==> src/rtl/wb_arbiter.sv <==
// Write-back arbiter for the single register-file write port.
// ALU results win by default; buffered load results drain when the ALU is idle or starved.
module wb_arbiter #(
    parameter int LQ_DEPTH = 4,
    parameter int MAX_WAIT = 3
) (
    input  logic        clk,
    input  logic        rst,
    input  logic        alu_valid,
    input  logic [4:0]  alu_rd,
    input  logic [31:0] alu_data,
    output logic        alu_ready,
    input  logic        mem_valid,
    input  logic [4:0]  mem_rd,
    input  logic [31:0] mem_data,
    output logic        mem_ready,
    output logic        wren,
    output logic [4:0]  wr,
    output logic [31:0] wd,
    output logic [31:0] pending
);
    localparam int AW = $clog2(LQ_DEPTH);
    localparam int WW = $clog2(MAX_WAIT + 1);

    logic [4:0]    r_q_rd   [LQ_DEPTH];
    logic [31:0]   r_q_data [LQ_DEPTH];
    logic [AW-1:0] r_wp, r_rp;
    logic [AW:0]   r_cnt;
    logic [WW-1:0] r_wait;
    logic          r_wren;
    logic [4:0]    r_wr;
    logic [31:0]   r_wd;

    logic          w_empty, w_full, w_force;
    logic          w_push, w_pop, w_alu_gnt;
    logic [4:0]    w_sel_rd;
    logic [31:0]   w_sel_data;
    logic [31:0]   w_pending;

    always_comb begin
        w_empty    = (r_cnt == '0);
        w_full     = (r_cnt == (AW+1)'(LQ_DEPTH));
        w_force    = !w_empty && (r_wait == WW'(MAX_WAIT));
        // No same-cycle dequeue credit: readiness depends only on stored occupancy.
        w_push     = mem_valid && !w_full;
        w_pop      = w_force || (!alu_valid && !w_empty);
        w_alu_gnt  = alu_valid && !w_force;
        w_sel_rd   = w_pop ? r_q_rd[r_rp]   : alu_rd;
        w_sel_data = w_pop ? r_q_data[r_rp] : alu_data;
    end

    always_comb begin
        w_pending = '0;
        for (int i = 0; i < LQ_DEPTH; i++) begin
            if ({1'b0, AW'(AW'(i) - r_rp)} < r_cnt)
                w_pending[r_q_rd[i]] = 1'b1;
        end
        w_pending[0] = 1'b0;
    end

    always_ff @(posedge clk) begin
        if (w_push) begin
            r_q_rd[r_wp]   <= mem_rd;
            r_q_data[r_wp] <= mem_data;
        end
    end

    always_ff @(posedge clk) begin
        if (rst) begin
            r_wp   <= '0;
            r_rp   <= '0;
            r_cnt  <= '0;
            r_wait <= '0;
        end else begin
            if (w_push) r_wp <= r_wp + AW'(1);
            if (w_pop)  r_rp <= r_rp + AW'(1);
            r_cnt <= r_cnt + (AW+1)'(w_push) - (AW+1)'(w_pop);
            // Any non-popping cycle with a head present means the ALU took the port.
            if (w_empty || w_pop)
                r_wait <= '0;
            else if (r_wait != WW'(MAX_WAIT))
                r_wait <= r_wait + WW'(1);
        end
    end

    always_ff @(posedge clk) begin
        if (rst) begin
            r_wren <= 1'b0;
            r_wr   <= '0;
            r_wd   <= '0;
        end else if (w_pop || w_alu_gnt) begin
            r_wren <= (w_sel_rd != 5'd0);
            r_wr   <= w_sel_rd;
            r_wd   <= w_sel_data;
        end else begin
            r_wren <= 1'b0;
        end
    end

    assign alu_ready = !w_force;
    assign mem_ready = !w_full;
    assign wren      = r_wren;
    assign wr        = r_wr;
    assign wd        = r_wd;
    assign pending   = w_pending;
endmodule

==> config.mk <==
export PLATFORM = sky130hd
export DESIGN_NAME = wb_arbiter
export DESIGN_NICKNAME = d
export VERILOG_FILES = /design/src/rtl/wb_arbiter.sv
export SDC_FILE = /design/constraint.sdc
export NUM_CORES = 1
export LEC_CHECK = 0
export ABC_AREA = 1
export ABC_CLOCK_PERIOD_IN_PS = 3100
export CAP_MARGIN = 25
export CORE_MARGIN = 10
export CORE_UTILIZATION = 53
export CTS_BUF_LIST = sky130_fd_sc_hd__clkbuf_16
export CTS_CLUSTER_SIZE = 16
export DETAILED_ROUTE_END_ITERATION = 10
export PLACE_DENSITY_LB_ADDON = 0.08
export SLEW_MARGIN = 0
export SYNTH_ARGS = -nofsm -noshare
export SYNTH_HDL_FRONTEND = slang
export SYNTH_SLANG_ARGS = --single-unit
export TNS_END_PERCENT = 100
==> constraint.sdc <==
create_clock -name clk -period 3.1 [get_ports clk]
set_input_delay 0.465 -clock clk [delete_from_list [all_inputs] [get_ports clk]]
set_output_delay 0.465 -clock clk [all_outputs]
set_load 0.005 [all_outputs]
### Yosys cells after proc, flatten, opt, wreduce, memory -nomap -nowiden

Memory sizes are Yosys's and may differ from the RTL's. A register that Yosys moved wholly into a read port is not among the register bits.
Index checks and enable logic that the tools add are counted.

| word-level totals | value |
|---|---|
| RAM bits | 148 |
| output and inout port bits | 72 |
| input bits | 78 |
| memories kept | 2 |
| register bits | 47 |
| logic and storage cells | 76 |

| operators by class | value |
|---|---|
| equality and inequality tests | 3 |
| multiplexer cells | 20 |
| magnitude comparators | 12 |
| reduce and logical (&&, ||, !) cells | 19 |
| bitwise gates (word level) | 4 |
| $add $sub $neg | 9 |

Memories:

| name | words | width | rd ports | clocked after memory_dff | write ports | RTL line | RTL |
|---|---|---|---|---|---|---|---|
| r_q_data | 4 | 32 | 1 | 1 | 1 | 26 | `logic [31:0] r_q_data [LQ_DEPTH];` |
| r_q_rd | 4 | 5 | 5 | 1 | 1 | 25 | `logic [4:0] r_q_rd [LQ_DEPTH];` |

Operators with widths:

| cell | number |
|---|---|
| 2-to-1 mux 32 bit | 5 |
| bitwise OR 32 bit | 3 |
| < comparator 5 x 6 -> 1 bit (second input constant) | 4 |
| demux 1 bit (select 5 bit) | 4 |
| >= comparator 5 x 1 -> 1 bit (second input constant) | 4 |
| < comparator 2 x 3 -> 1 bit | 4 |
| logical AND 1 bit | 8 |
| 2-to-1 mux 2 bit | 4 |
| adder 2 x 1 -> 2 bit (second input constant) | 3 |
| 2-to-1 mux 1 bit | 6 |
| 2-to-1 mux 5 bit | 1 |
| nonzero test 5 bit | 1 |
| zero test 1 bit | 4 |
| OR reduction 2 bit | 2 |
| subtractor 1 x 2 -> 2 bit (first input constant) | 2 |
| subtractor 2 bit (first input constant) | 2 |
| adder 3 x 1 -> 3 bit | 1 |
| equality test 3 bit (second input constant) | 1 |
| zero test 3 bit | 1 |
| logical OR 1 bit | 3 |
| subtractor 3 x 1 -> 3 bit | 1 |
| equality test 2 bit (second input constant) | 1 |
| inequality test 2 bit (second input constant) | 1 |
| NOT 1 bit | 1 |

### Logic depth before layout (Yosys ltp)

Gate-level depths: netlist of the first run.
An unclocked memory read counts as a cell.

| logic depth | value |
|---|---|
| depth after elaboration | 12 |
| mapped depth | 11 |
| gate-level depth less buffers | 9 |

### Least setup slack after synthesis of the first run

No wires, ideal clock.

| path | value |
|---|---|
| path type | flip-flop to flip-flop |
| start point | register r_cnt[0] |
| end point | memory r_q_data[0][0] (enable) |
| buffers on the path | 0 |
| stages on the path, launching flop included | 5 |
| setup slack | 0.408 ns |
| arrival time | 2.261 ns |
| setup time | 0.431 ns |
| clock period less this slack | 2.692 ns |
| required time | 2.669 ns |
| path through | dfxtp_1 -> nor2_2 -> nand2_1 -> nand2_1 -> nor2_1 |

| between the ends | value |
|---|---|
| cells in the longest elaborated chain, start to end | 5 |

Ends and longest elaborated chain:

| item | RTL line | RTL |
|---|---|---|
| start: declaration | 28 | `logic [AW:0] r_cnt;` |
| start signal: assignment | 77 | `r_cnt <= r_cnt + (AW+1)'(w_push) - (AW+1)'(w_pop);` |
| equality test 3 bit | 42 | `w_full = (r_cnt == (AW+1)'(LQ_DEPTH));` |
| zero test 1 bit | n/a |  |
| named net mem_ready | 16 | `output logic mem_ready,` |
| logical AND 1 bit | 45 | `w_push = mem_valid && !w_full;` |
| 2-to-1 mux 1 bit | 62 | `if (w_push) begin` |
| 2-to-1 mux 1 bit (implied by the code) | 64 | `r_q_data[r_wp] <= mem_data;` |
| end: declaration | 26 |  |

The timed path passes the listed nets, and every way through them passes these cells.

### Worst setup path after layout of the first run

| path | value |
|---|---|
| start point | register r_rp[1] |
| end point | output port pending[16] |

| between the ends | value |
|---|---|
| cells in the longest elaborated chain, start to end | 9 |
| elaborated cells on any way between the ends | 15 |
| those cells by class | 4 x add/sub; 4 x order compare; 4 x mux; 3 x bitwise |

Ends and longest elaborated chain:

| item | RTL line | RTL |
|---|---|---|
| start: declaration | 27 | `logic [AW-1:0] r_wp, r_rp;` |
| start signal: assignment | 76 | `if (w_pop) r_rp <= r_rp + AW'(1);` |
| subtractor 1 x 2 -> 2 bit | 55 | `if ({1'b0, AW'(AW'(i) - r_rp)} < r_cnt)` |
| < comparator 2 x 3 -> 1 bit | 55 |  |
| 2-to-1 mux 32 bit | 55 |  |
| bitwise OR 32 bit (no line) | n/a |  |
| 2-to-1 mux 32 bit | 55 |  |
| bitwise OR 32 bit (no line) | n/a |  |
| 2-to-1 mux 32 bit | 55 |  |
| bitwise OR 32 bit (no line) | n/a |  |
| 2-to-1 mux 32 bit * | 55 |  |
| end: declaration | 20 | `output logic [31:0] pending` |

Every way passes the cells marked *; elsewhere a longest branch is shown, timed or not.

==> results.toml, run 1 <==
[synthesis]
synthesis.nets = 995
yosysWarnings = 0
syn_area_per_cell_sq_um = 9.78
ys_ff_latch = 197
synthDistinctLibCells = 32
synth.cell_area_sq_um = 8850
seq_area_frac_synth_pct = 61.3
syn-instance-count = 905

[floorplanning]
io_pins = 150
core_sq_um = 16500
initial_core_util_pct = 53.8
row_count = 47
die_x_um = 149
fp.dieH_um = 149
dieArea_sq_um = 22300

[routing]
avgViaCountPerCell = 5.57
ant_nets = 0
dr.pass1.iters = 5
wl_per_cell_um = 18.1
post-route-drc-count = 0
totalWireLength_mm = 23.6
initialDrtViolationCount = 546
num_vias = 7258

[global_routing]
grt_usage_pct = 21.1
grt_pass1_wl_mm = 37.1
grt_pass1_vias = 7043
gr-total-overflow = 0
grt_max_degree = 77
antenna_found_initial = 0

[sta]
max_freq_mhz = 330
setup_ws_ns = 0.0738
relSlewSlack_pct = 43.0
fin_tns_setup_ns = 0
max_slew.worst_pin.slew_ns = 0.855
setup_viol = 0
skew_ns = 0.0102
fin_crit_sh_pct = 97.6
min_period_ns = 3.03
slew_violations = 0
finalHoldViolCount = 0
rsz0062_at_grt = "yes"

[clock_tree]
clock-sinks = 197
tritoncts = "done"
clk_pin_slew_ns = 0.07
cts_buffers = 17
cts_buffer_depth = 2
cts.htree.levels = 4
root_buffer = "clkbuf_16"
clk_latency_ns = 0.44
ctsHoldBuffers = 0

[setup_path]
slowest_delay_ns = 0.50
path_class = "reg -> out"
endpoint_kind = "output port"
worstPathCellList = "xor2_2 -> inv_1 -> ha_1 -> nand3_2 -> nand2_4 -> nor3_4 -> buf_4 -> nand2_1 -> nand4_1 -> clkdlybuf4s50_1"
worstSetupStartpointType = "register"
crit_path_top_delay_cell = "clkdlybuf4s50_1"
critPathRequiredTime_ns = 2.63
crit_fanout = 5
worstPathArrival_ns = 2.56

[final_layout]
final_common_cell = "nand2_1"
n_antenna_cell = 0
final_nets = 1160
syn2layout_area_growth_pct = 29.5
layout_common_cells = "200 x nand2_1, 148 x edfxtp_1, 136 x clkdlybuf4s50_1"
fillers = 1258
drive_gt1_share_pct = 9.70

[flow_run]
maxCapViolCount = 0

[placed_design]
port_buffers = 148
dp_slack_ns = 0.232
dp_hpwl_mm = 15.7
gp_congestion = 0.926

[worst_hold_path]
min_path_type = "reg -> reg"

[power]
p_total_mw = 8.84
cellLeakagePower_nw = 4.38
power_density_nw_per_um2 = 772
vdd_drop_max_mv = 0.489

[outcome]
outcome = "finished, final reports clean"
critical path, delay by kind of cell (launching register included):
kind	cells	cell delay, ns
buffers and inverters	3	0.75
XOR/XNOR	1	0.19
adder cells (fa/ha/maj)	1	0.29
AND/OR/NAND/NOR	5	0.55
flip-flops	1	0.36
final timing paths:
path                     startpoint                  end  slack, ns  cells past startpoint
max            r_rp[1]$_SDFFE_PP0N_          pending[16]       0.07                     10
min             wd[13]$_SDFFE_PP0N_  wd[13]$_SDFFE_PP0N_       0.46                      2
max reg2reg  r_wait[0]$_SDFFE_PP0P_      wren$_SDFF_PP0_       0.94                      9
min reg2reg     wd[13]$_SDFFE_PP0N_  wd[13]$_SDFFE_PP0N_       0.46                      2
routing by layer:
layer	vias up	GRT usage [%]	wire, um
li1	3519	-	-
met1	3423	26.1	9680
met2	281	35.5	11600
met3	35	5.76	1900
met4	0	5.89	393
met5	-	0	0
area by class of cell:
type | instances | area, sq um | share of cell area [%]
Multi-Input combinational cell | 612 | 3100 | 27.1
Inverter | 56 | 210 | 1.83
Sequential cell | 197 | 5440 | 47.4
Tap cell | 220 | 275 | 2.40
Timing Repair Buffer | 186 | 1810 | 15.8
Clock inverter | 15 | 198 | 1.72
Clock buffer | 17 | 425 | 3.71
synth_stat cells:
cell type / count / area (sq um)
a21oi_1: 16 / 80.1
a21oi_2: 1 / 8.76
a22o_1: 8 / 70.1
a22oi_1: 2 / 15.0
a31oi_1: 11 / 68.8
buf_1: 1 / 3.75
buf_2: 19 / 95.1
buf_4: 5 / 37.5
clkbuf_1: 15 / 56.3
conb_1: 1 / 3.75
dfxtp_1: 49 / 981
edfxtp_1: 148 / 4440
fa_1: 1 / 20.0
ha_1: 11 / 138
inv_1: 52 / 195
inv_2: 4 / 15.0
mux2i_1: 1 / 10.0
nand2_1: 203 / 762
nand2_2: 1 / 6.26
nand3_1: 39 / 195
nand4_1: 34 / 213
nor2_1: 103 / 387
nor2_2: 1 / 6.26
nor3_1: 26 / 130
nor3_2: 13 / 130
o211ai_1: 22 / 165
o21ai_0: 81 / 405
o21ai_1: 22 / 110
o22ai_1: 11 / 68.8
or2_2: 1 / 6.26
xnor2_1: 1 / 8.76
xor2_1: 2 / 17.5
where the power goes:
part,internal (mW),switching [mW],total [mW]
Sequential,3.27,0.186,3.46
Clock,1.29,0.993,2.29
Combinational,1.22,1.89,3.10
flip-flops by register name, indices dropped and copies added, names as in the netlist, named ones only:
signal / count
wren: 1
r_wait: 2
r_q_rd: 20
r_wp: 2
r_cnt: 3
r_q_data: 128
r_rp: 2
wr: 5
wd: 32
through the flow:
step,hold WS (ns),instance area [sq um],util (%),cells
2_1_floorplan,0.450,8850,-,905
3_3_place_gp,0.441,10700,65.1,1266
3_5_place_dp,0.449,10700,65.1,1266
4_1_cts,0.461,11400,69.0,1298
5_1_grt,0.480,11500,69.6,1303
6_report,0.459,11500,69.6,1303
repair_timing:
item,4_1_cts,5_1_grt
buffers inserted,0,5
resized for setup,6,22
pin swaps,0,1
endpoints found under the setup margin,28,31
cell families after synthesis:
family / count (synthesis) / synth area share (%)
xor+xnor: 3 / 0.297
compound gates: 174 / 11.2
flops: 197 / 61.3
other cells: 1 / 0.0424
mux: 1 / 0.113
simple gates: 421 / 20.7
buf+inv: 96 / 4.55
fa+ha+maj: 12 / 1.78
No activity file was read; power rests on OpenSTA's default activity.
==> run 2, diff against run 1 <==
- CORE_UTILIZATION: 53 -> 50
==> results.toml, run 2 (synthesis gave the netlist of run 1 again) <==
[final_layout]
largest_reg_flops = 128
n_antenna_cell = 0
drive_gt1_share_pct = 9.36
final_common_cell = "nand2_1"
fin_area_sq_um = 11400
layout_common_cells = "200 x nand2_1, 148 x edfxtp_1, 146 x clkdlybuf4s50_1"
final_cell_count_no_fill = 1304
syn2layout_area_growth_pct = 28.8
final_nets = 1156
final_core_util_pct = 65.7
top_register = "r_q_data"

[worst_hold_path]
whs_endpoint = "wd[11]$_SDFFE_PP0N_"
min_path_type = "reg -> reg"
whs_path_depth = 2
worst_hold_startpoint = "wd[11]$_SDFFE_PP0N_"

[placed_design]
dp_slack_ns = 0.293
placed_cell_area_sq_um = 10700
gp_congestion = 0.953
dp_hpwl_mm = 16.0
dp_cells = 1270
port_buffers = 148

[sta]
finalHoldViolCount = 0
min_period_ns = 2.98
relSlewSlack_pct = 43.5
max_slew.worst_pin.slew_ns = 0.848
setup_ws_ns = 0.118
slew_violations = 0
hold_ws_ns = 0.455
fin_crit_sh_pct = 96.2
fin_tns_setup_ns = 0
skew_ns = 0.00853
setup_viol = 0
max_freq_mhz = 335

[global_routing]
grt_max_degree = 77
grt_pass1_wl_mm = 38.6
grt_usage_pct = 20.3
grt_pass1_vias = 6960
gr-total-overflow = 0
antenna_found_initial = 1
grt.busiest_layer = "met2"
met1_usage_pct = 26.2
met3_usage_pct = 5.78
use_met2_pct = 32.5

[floorplanning]
fp.dieH_um = 153
io_pins = 150
die_x_um = 153
dieArea_sq_um = 23400
initial_core_util_pct = 51.0
row_count = 48
core_sq_um = 17400

[clock_tree]
clk_latency_ns = 0.42
tritoncts = "done"
cts_buffer_depth = 2
clock-sinks = 197
root_buffer = "clkbuf_16"
cts.htree.levels = 4
ctsHoldBuffers = 0
clk_pin_slew_ns = 0.07
cts_buffers = 17

[power]
power_density_nw_per_um2 = 769
vdd_drop_max_mv = 0.578
cellLeakagePower_nw = 4.17
p_total_mw = 8.77

[setup_path]
reg2reg_from = "r_wait[0]$_SDFFE_PP0P_"
reg2reg_to = "wren$_SDFF_PP0_"
endpoint_kind = "output port"
path_class = "reg -> out"
r2r_cells = 9
crit_fanout = 6
worstSetupStartpointType = "register"
critPathRequiredTime_ns = 2.63
worstPathArrival_ns = 2.52
r2r_slack_ns = 0.94

[routing]
dr.pass1.iters = 7
avgViaCountPerCell = 5.53
wl_per_cell_um = 18.6
ant_nets = 0
initialDrtViolationCount = 589
totalWireLength_mm = 24.3
post-route-drc-count = 0
num_vias = 7206

[flow_run]
maxCapViolCount = 0

[outcome]
outcome = "finished, final reports clean"
## run 2: cell count changes in the layout (fill, tap and decap cells not counted), sizes merged
cell	delta
buf	-4
bufinv	-1
inv	+1
clkinv	-2
clkinvlp	+2
clkdlybuf4s50	+10
dlymetal6s2s	-10
## run 2: where the power goes
| group | internal, mW | switching, mW | total [mW] |
|---|---|---|---|
| clock | 1.21 | 0.995 | 2.21 |
| combinational | 1.21 | 1.89 | 3.10 |
| sequential | 3.27 | 0.197 | 3.47 |
## run 2: per-layer routing
metal | wire (um) | up-vias
li1 | - | 3500
met1 | 10300 | 3350
met2 | 11500 | 316
met3 | 2140 | 38
met4 | 401 | 2
met5 | 17 | -
## run 2: final cells by class
type	count	area [sq um]
multi-input combinational	612	3110
clock buffer	17	425
tap	225	282
fill	1430	5950
inverter	56	210
sequential	197	5440
clock inverter	15	174
timing repair buffer	182	1770
## run 2: what timing repair did
item                       CTS  global route
cloned                       0             0
resized for setup            4            15
setup endpoints to repair   28            31
pin swaps                    0             3
buffers inserted             0             2
## run 2: worst max-delay path by stage
| stage | startpoint | slack (ns) | end |
|---|---|---|---|
| final | r_rp[0]$_SDFFE_PP0N_ | 0.12 | pending[29] |
| after global routing | r_rp[0]$_SDFFE_PP0N_ | -0.01 | pending[7] |
| after CTS | r_rp[1]$_SDFFE_PP0N_ | 0.02 | pending[26] |
| after detailed placement | r_rp[0]$_SDFFE_PP0N_ | 0.29 | pending[1] |
| after global placement | r_rp[0]$_SDFFE_PP0N_ | 0.33 | pending[21] |
| after floorplan | r_cnt[0]$_SDFF_PP0_ | 0.41 | r_q_data[0][0]$_DFFE_PP_ |
## run 2: critical path, stage by stage (launching register included)
cell and delay, ns:
dfxtp_4 0.37, xor2_2 0.16, inv_1 0.07, ha_1 0.29, nand3_2 0.10, nand2_4 0.09, nor3_4 0.18, buf_4 0.16
nand2_1 0.05, nand4_1 0.11, clkdlybuf4s50_1 0.51
==> run 3, diff against run 2 <==
--- a/constraint.sdc
+++ b/constraint.sdc
@@ -3,2 +3,2 @@
 set_output_delay 0.465 -clock clk [all_outputs]
-set_load 0.005 [all_outputs]
+set_load 0.1 [all_outputs]
==> results.toml, run 3 (synthesis gave the netlist of run 1 again) <==
[clock_tree]
root_buffer = "clkbuf_16"
cts.htree.levels = 4
clock-sinks = 197
clk_latency_ns = 0.43
clk_pin_slew_ns = 0.07
cts_buffer_depth = 2
cts_buffers = 17
tritoncts = "done"

[placed_design]
gp_congestion = 0.962
port_buffers = 148
dp_hpwl_mm = 16.3
dp_slack_ns = 0.538
dp_cells = 1266

[setup_path]
endpoint_kind = "output port"
cp-endpoint = "pending[29]"
r2r_slack_ns = 0.97
crit_start = "r_cnt[1]$_SDFF_PP0_"
reg2reg_to = "wd[0]$_SDFFE_PP0N_"
critPathRequiredTime_ns = 2.63
path_class = "reg -> out"
worstPathArrival_ns = 2.51
crit_fanout = 5
reg2reg_from = "r_wait[0]$_SDFFE_PP0P_"
r2r_cells = 8
worstSetupStartpointType = "register"

[global_routing]
antenna_found_initial = 1
grt_max_degree = 77
grt_pass1_vias = 6875
gr-total-overflow = 0
grt_pass1_wl_mm = 37.3
grt_usage_pct = 19.6

[sta]
setup_ws_ns = 0.128
slew_violations = 0
hold_ws_ns = 0.464
min_period_ns = 2.97
setup_viol = 0
fin_crit_sh_pct = 95.9
relSlewSlack_pct = 45.2
max_slew.worst_pin.slew_ns = 0.822
finalHoldViolCount = 0
fin_tns_setup_ns = 0
rsz0062_at_grt = "no"
max_freq_mhz = 337
skew_ns = 0.00685

[routing]
totalWireLength_mm = 23.8
initialDrtViolationCount = 567
num_vias = 7185
dr.pass1.iters = 6
wl_per_cell_um = 18.3
ant_nets = 0
post-route-drc-count = 0
avgViaCountPerCell = 5.53

[floorplanning]
core_sq_um = 17400
io_pins = 150
initial_core_util_pct = 51.0
row_count = 48
dieArea_sq_um = 23400
fp.dieH_um = 153
die_x_um = 153

[flow_run]
maxCapViolCount = 0

[final_layout]
top_register = "r_q_data"
largest_reg_flops = 128
syn2layout_area_growth_pct = 30.2
layout_common_cells = "202 x nand2_1, 148 x edfxtp_1, 99 x nor2_1"
final_common_cell = "nand2_1"
drive_gt1_share_pct = 14.8
final_nets = 1151
n_antenna_cell = 0
final_cell_count_no_fill = 1299

[outcome]
outcome = "finished, final reports clean"

[power]
vdd_drop_max_mv = 0.608
p_total_mw = 10.3
cellLeakagePower_nw = 4.31
power_density_nw_per_um2 = 896

[worst_hold_path]
min_path_type = "reg -> reg"
run 3: cell count changes in the layout (fill, tap and decap cells not counted), moves of 5 or more:
| cell | delta |
|---|---|
| buf_12 | +31 |
| buf_4 | +36 |
| clkdlybuf4s50_1 | -69 |
| nor3_2 | -5 |
| nor3_4 | +5 |
run 3: power breakdown:
group	internal, mW	leakage [nW]	switching [mW]
combinational	1.29	2.28	3.52
clock	1.05	0.268	0.991
sequential	3.26	1.76	0.205
total	5.61	4.31	4.72
run 3: cell type report:
| class | count | area [sq um] |
|---|---|---|
| fill | 1340 | 5830 |
| clock inverter | 15 | 120 |
| inverter | 56 | 210 |
| tap | 225 | 282 |
| clock buffer | 17 | 425 |
| multi-input combinational | 612 | 3130 |
| sequential | 197 | 5430 |
| timing repair buffer | 177 | 1930 |
run 3: worst min-delay path by stage:
stage	start	end	slack (ns)	cells after the start
after floorplan	r_wait[1]$_SDFFE_PP0P_	r_wait[1]$_SDFFE_PP0P_	0.47	2
after global placement	wd[31]$_SDFFE_PP0N_	wd[31]$_SDFFE_PP0N_	0.44	2
after detailed placement	wd[31]$_SDFFE_PP0N_	wd[31]$_SDFFE_PP0N_	0.45	2
after CTS	wd[11]$_SDFFE_PP0N_	wd[11]$_SDFFE_PP0N_	0.47	2
after global routing	wd[6]$_SDFFE_PP0N_	wd[6]$_SDFFE_PP0N_	0.47	2
final	wd[11]$_SDFFE_PP0N_	wd[11]$_SDFFE_PP0N_	0.46	2
run 3: worst max-delay path, cell delays in order (launching register included):
cell and delay [ns]:
dfxtp_1 0.40, inv_1 0.16, ha_1 0.32, nor2_1 0.05
nand2_1 0.08, nand2_1 0.19, nor3_4 0.28, buf_4 0.20
nand2_1 0.05, nand4_1 0.15, buf_12 0.19
run 3: layer usage:
metal / wire length [um] / global-route usage [%]
met4: 269 / 5.13
met2: 11300 / 32.1
met3: 1930 / 5.11
met5: 13 / 0
met1: 10200 / 25.3
run 3: timing repair:
item | 4_1_cts | 5_1_grt
hold buffers | 0 | 0
setup endpoints to repair | 0 | 29
gates resized for setup | 0 | 13
buffers inserted | 0 | 1
run 3: through the flow:
step | cell area, sq um | utilization [%]
final | 11500 | 66.4
after global routing | 11500 | 66.4
after CTS | 11500 | 66.0
after detailed placement | 10900 | 62.8
after global placement | 10900 | 62.8
after floorplan | 8850 | -
